===== src/rtl/ppm_slot_detector.sv =====
// rtl/ppm_slot_detector.sv - PPM slot counter and symbol resolver with a 2-deep observation FIFO
// Optional build macro: MULTI_HIT_FIRST_EN (multi-hit frames report the earliest hit instead of erasure)
module ppm_slot_detector #(
   parameter int M_SLOTS     = 1024,
   parameter int SLOT_W      = 10,
   parameter int GUARD_SLOTS = 256,
   parameter int N_SYM       = 256
) (
   input  logic              clk,
   input  logic              rst_n,
   input  logic              enable,
   input  logic              slot_tick,
   input  logic              photon_det,
   input  logic              sym_sync,
   output logic              obs_valid,
   output logic [SLOT_W:0]   obs_data,
   input  logic              obs_ready,
   output logic              obs_last,
   output logic              overflow,
   input  logic              clr_ovf
);

   // A zero-length guard still needs a one-bit counter to keep the logic legal.
   localparam int GUARD_W = (GUARD_SLOTS > 0) ? $clog2(GUARD_SLOTS + 1) : 1;
   localparam int SYM_W   = (N_SYM > 1) ? $clog2(N_SYM) : 1;

   localparam logic [SLOT_W-1:0]  SLOT_LAST  = SLOT_W'(M_SLOTS - 1);
   localparam logic [GUARD_W-1:0] GUARD_LAST = GUARD_W'((GUARD_SLOTS > 0) ? GUARD_SLOTS - 1 : 0);
   localparam logic [SYM_W-1:0]   SYM_LAST   = SYM_W'(N_SYM - 1);
   localparam logic [SLOT_W:0]    ERASURE    = (SLOT_W + 1)'(M_SLOTS);

   typedef enum logic [1:0] {
      IDLE    = 2'd0,
      SLOTS   = 2'd1,
      RESOLVE = 2'd2,
      GUARD   = 2'd3
   } state_t;

   state_t              state;
   logic [SLOT_W-1:0]   slot_cnt;
   logic [GUARD_W-1:0]  guard_cnt;
   logic [1:0]          hit_cnt;
   logic [SLOT_W-1:0]   first_idx;
   logic [SYM_W-1:0]    sym_cnt;

   logic [1:0]          hit_next;
   logic [SLOT_W:0]     res_data;
   logic                res_last;

   logic                sk_valid;
   logic [SLOT_W:0]     sk_data;
   logic                sk_last;

   logic                push;
   logic                pop;
   logic                full;
   logic                accept;
   logic                drop;

   // Saturating hit count and the resolved observation for the symbol just completed.
   always_comb begin
      hit_next = (hit_cnt == 2'd2) ? 2'd2 : hit_cnt + 2'd1;
      res_data = ERASURE;
`ifdef MULTI_HIT_FIRST_EN
      if (hit_cnt != 2'd0) begin
         res_data = {1'b0, first_idx};
      end
`else
      if (hit_cnt == 2'd1) begin
         res_data = {1'b0, first_idx};
      end
`endif
      res_last = (sym_cnt == SYM_LAST);
   end

   // FIFO handshake terms; the RESOLVE cycle is the single push opportunity per symbol.
   always_comb begin
      push   = (state == RESOLVE);
      pop    = obs_valid && obs_ready;
      full   = obs_valid && sk_valid;
      accept = push && (!full || pop);
      drop   = push && full && !pop;
   end

   // Frame state machine: slot counting, guard skipping and resync handling.
   always_ff @(posedge clk or negedge rst_n) begin
      if (!rst_n) begin
         state     <= IDLE;
         slot_cnt  <= '0;
         guard_cnt <= '0;
         hit_cnt   <= 2'd0;
         first_idx <= '0;
      end else if (!enable) begin
         state     <= IDLE;
         slot_cnt  <= '0;
         guard_cnt <= '0;
         hit_cnt   <= 2'd0;
         first_idx <= '0;
      end else begin
         case (state)
            IDLE: begin
               state     <= SLOTS;
               slot_cnt  <= '0;
               guard_cnt <= '0;
               hit_cnt   <= 2'd0;
            end

            SLOTS: begin
               if (slot_tick) begin
                  if (sym_sync) begin
                     // Resync tick is slot 0 of a fresh symbol, detection included.
                     slot_cnt  <= SLOT_W'(1);
                     hit_cnt   <= photon_det ? 2'd1 : 2'd0;
                     first_idx <= '0;
                  end else begin
                     slot_cnt <= slot_cnt + SLOT_W'(1);
                     if (photon_det) begin
                        if (hit_cnt == 2'd0) begin
                           first_idx <= slot_cnt;
                        end
                        hit_cnt <= hit_next;
                     end
                     if (slot_cnt == SLOT_LAST) begin
                        state <= RESOLVE;
                     end
                  end
               end
            end

            RESOLVE: begin
               // A tick arriving while resolving is not lost: it is slot 0 of the
               // next symbol (no guard or resync) or the first guard tick.
               slot_cnt  <= '0;
               guard_cnt <= '0;
               hit_cnt   <= 2'd0;
               if (slot_tick && (sym_sync || GUARD_SLOTS == 0)) begin
                  state     <= SLOTS;
                  slot_cnt  <= SLOT_W'(1);
                  hit_cnt   <= photon_det ? 2'd1 : 2'd0;
                  first_idx <= '0;
               end else if (GUARD_SLOTS == 0) begin
                  state <= SLOTS;
               end else if (slot_tick && (GUARD_LAST == '0)) begin
                  state <= SLOTS;
               end else begin
                  state     <= GUARD;
                  guard_cnt <= slot_tick ? GUARD_W'(1) : '0;
               end
            end

            GUARD: begin
               if (slot_tick) begin
                  if (sym_sync) begin
                     state     <= SLOTS;
                     slot_cnt  <= SLOT_W'(1);
                     hit_cnt   <= photon_det ? 2'd1 : 2'd0;
                     first_idx <= '0;
                     guard_cnt <= '0;
                  end else if (guard_cnt == GUARD_LAST) begin
                     state     <= SLOTS;
                     slot_cnt  <= '0;
                     hit_cnt   <= 2'd0;
                     guard_cnt <= '0;
                  end else begin
                     guard_cnt <= guard_cnt + GUARD_W'(1);
                  end
               end
            end

            default: begin
               state <= IDLE;
            end
         endcase
      end
   end

   // Two-entry output queue: head register drives the ports, skid entry holds the second.
   always_ff @(posedge clk or negedge rst_n) begin
      if (!rst_n) begin
         obs_valid <= 1'b0;
         obs_data  <= '0;
         obs_last  <= 1'b0;
         sk_valid  <= 1'b0;
         sk_data   <= '0;
         sk_last   <= 1'b0;
      end else if (pop) begin
         if (sk_valid) begin
            obs_data <= sk_data;
            obs_last <= sk_last;
            sk_valid <= accept;
            if (accept) begin
               sk_data <= res_data;
               sk_last <= res_last;
            end
         end else begin
            obs_valid <= accept;
            if (accept) begin
               obs_data <= res_data;
               obs_last <= res_last;
            end
         end
      end else if (accept) begin
         if (!obs_valid) begin
            obs_valid <= 1'b1;
            obs_data  <= res_data;
            obs_last  <= res_last;
         end else begin
            sk_valid <= 1'b1;
            sk_data  <= res_data;
            sk_last  <= res_last;
         end
      end
   end

   // Block position advances only for symbols that actually entered the queue.
   always_ff @(posedge clk or negedge rst_n) begin
      if (!rst_n) begin
         sym_cnt <= '0;
      end else if (accept) begin
         sym_cnt <= (sym_cnt == SYM_LAST) ? '0 : sym_cnt + SYM_W'(1);
      end
   end

   // Sticky drop flag; a new drop beats a same-cycle clear.
   always_ff @(posedge clk or negedge rst_n) begin
      if (!rst_n) begin
         overflow <= 1'b0;
      end else if (drop) begin
         overflow <= 1'b1;
      end else if (clr_ovf) begin
         overflow <= 1'b0;
      end
   end

endmodule


===== config.mk =====
export PLATFORM = sky130hd
export DESIGN_NAME = ppm_slot_detector
export DESIGN_NICKNAME = d
export VERILOG_FILES = /design/src/rtl/ppm_slot_detector.sv
export SDC_FILE = /design/constraint.sdc
export NUM_CORES = 1
export LEC_CHECK = 0
export CAP_MARGIN = 20
export CORE_ASPECT_RATIO = 0.5
export CORE_MARGIN = 1
export CORE_UTILIZATION = 59
export DETAILED_ROUTE_END_ITERATION = 6
export PLACE_DENSITY = 0.77
export SKIP_CTS_REPAIR_TIMING = 1
export SLEW_MARGIN = 20
export SYNTH_ARGS = -nofsm -noshare
export SYNTH_HDL_FRONTEND = slang
export SYNTH_SLANG_ARGS = --single-unit

===== constraint.sdc =====
create_clock -name clk -period 2.9 [get_ports clk]
set_input_delay 0.29 -clock clk [delete_from_list [all_inputs] [get_ports clk]]
set_output_delay 0.29 -clock clk [all_outputs]
set_load 0.05 [all_outputs]

==> metrics.txt <==
H-tree levels 3; worst-skew pair later-pin latency about 0.34 ns; Iter 0 DRT Violations ~170; most frequent cell after synthesis dfrtp_1; Post-synth EDFFs 0; DP HPWL roughly 5.1 mm; remaining global-route overflow 0; max-slew violations 0; row count 19; I/O Buffers 21; starting density of the core 0.626; clock tree buffer depth 2; routed len/inst 15.4 µm; post-synthesis async set-or-reset flop share 1.00; FF+latch count, synth 68; CP endpoint kind flop; Mapped Nets 390; Slew @ Worst Pin 0.895 ns; register area share after synthesis 0.486; DRT Pass-1 Iters 5; multi-input logic area about 1600 µm²; fin util 0.733; VDD IR max approximately 0.00076 V; DR vias/cell 6.00; crit-path cells inv_1 > ha_1 > nand2b_1 > a21boi_1 > or2_2 > o21ai_0; RSZ-0062 raised after global routing no; CTS tree built; post-synth top area cell dfrtp_1; final-stage net count 412; Setup WS pre-CTS between 0.4 and 0.5 ns; vias in the first global route 2695; Final ANT Viol Nets 0; worst min path class input pin to async pin; first-pass GRT wire length 12.3 mm; WP buf/inv 1; largest net degree at the start of global routing 49; slowest CP cell a21boi_1; drt total wl 7.27 mm; detailed-route via count 2834; Avg Cell Area, Syn 9.41 µm²; FF+latch area 1700 µm²; DRC viols 0; DR WL met3 374 µm; Syn-to-layout area delta 17.1%; crit path DAT 2.48 ns; delay-heaviest family, CP compound AO/OA/AOI/OAI gates; clock skew 0.00894 ns; Cell variety after synth 54; filler cell count 408; YS warnings 0; post-synthesis instance area between 3000 and 4000 µm²; kind of critical path flop to flop; Slew HR 0.402; clock root buffer clkbuf_16; CP required slightly above 3 ns; crit path max fanout 16; endpoints failing hold 0; share of layout cells above drive strength 1 0.0852; f_max 0.440 GHz; I/O Pins 22; CTS Buf Count 9; P_leak around 1.8 nW; highest routed layer met4; final setup vio count 0; largest cells by area after synthesis dfrtp_1, nand2_1, o21ai_0; initial antenna violation count 0; post-synth top area share 0.486; crit start category flop; DIE HEIGHT between 50 and 60 µm; Core Footprint about 5600 µm²; Total Power between 2 and 3 mW; fin crit period 2.27 ns; Sink Count 68; gpl congestion just under 0.9; total negative setup slack 0 ns; synth cell count leaders dfrtp_1, nand2_1, o21ai_0; Max-Cap Viols 0; period utilisation layout 0.783; status finished clean; GRT Resource Usage Total 0.257; Die X-Extent 111 µm; Pwr Density roughly 730 nW/µm²; Synth Instances 372; Crit path largest cell delay about 0.71 ns; met2 WL between 3 and 4 mm; Inserted Diodes 0; clock slew at the register clock pins of the worst setup and hold paths 0.06 ns; setup ws final 0.629 ns; Most used DFF post-synth dfrtp_1; WL met1 3.42 mm; die area 6260 µm²
worst paths after layout:
check | startpoint | endpoint | slack [ns] | depth (start not counted)
setup / recovery | state[0] | guard_cnt[2] | 0.63 | 6
hold reg to reg | obs_data[2] | obs_data[2] | 0.48 | 2
max in group asynchronous | rst_n | state[0] | 1.47 | 3
setup reg to reg | state[0] | guard_cnt[2] | 0.63 | 6
hold / removal | rst_n | obs_data[1] | 0.44 | 2
min in group clk | obs_data[2] | obs_data[2] | 0.48 | 2
flip-flops by register name (all words and copies together) (netlist names):
name	cells
first_idx	10
guard_cnt	9
hit_cnt	2
obs_data	11
obs_last	1
obs_valid	1
overflow	1
sk_data	11
sk_last	1
sk_valid	1
slot_cnt	10
state	2
sym_cnt	8
stage by stage:
stage / hold WS (ns) / cell area (µm²) / std cells
floorplan: -0.00559 / 3500 / 372
global placement: 0.255 / 3770 / 454
detailed placement: 0.265 / 3770 / 454
CTS: -0.102 / 4080 / 470
global route: 0.485 / 4100 / 472
finish: 0.439 / 4100 / 472
placed cells by master, fill, tap and decap left out, types with 4 or more instances in the layout:
cell type        count
a21oi_1             21
a31oi_1              8
and3_1               5
buf_4                8
clkbuf_16            9
clkdlybuf4s50_1     20
dfrtp_1             68
ha_1                10
inv_1               19
mux2i_1             13
nand2_1             55
nand2b_1             4
nand3_1             12
nand3b_1             4
nor2_1              19
nor2b_1              4
o21ai_0             37
o31ai_1             18
xnor2_1              5
routing by layer:
layer  vias up  track usage
met1      1372        0.332
met4         0       0.0990
met3         9       0.0864
met5         -            0
li1       1375            -
met2        78        0.405
cells by family (layout without fill, tap and decap cells):
group,Yosys count,in the layout,share of synthesized area
compound gates,109,109,0.196
flops,68,68,0.486
simple gates,127,127,0.183
xor+xnor,5,5,0.0125
buf+inv,38,65,0.0433
fa+ha+maj,10,10,0.0358
mux,15,15,0.0436
power by group:
| part | internal, mW | leakage (nW) | switching (mW) |
|---|---|---|---|
| sequential | 1.03 | 0.930 | 0.0832 |
| clock | 0.713 | 0.148 | 0.415 |
| combinational | 0.265 | 0.719 | 0.472 |
| total | 2.01 | 1.80 | 0.970 |
final cells by class:
class,instances,share of cell area
flip-flops and latches,68,0.415
well taps,73,0.0223
repair buffers,30,0.0672
multi-input cells,266,0.402
clock buffers,11,0.0617
inverters,19,0.0174
clock inverters,5,0.0144
No activity file was read; power rests on OpenSTA's default activity.
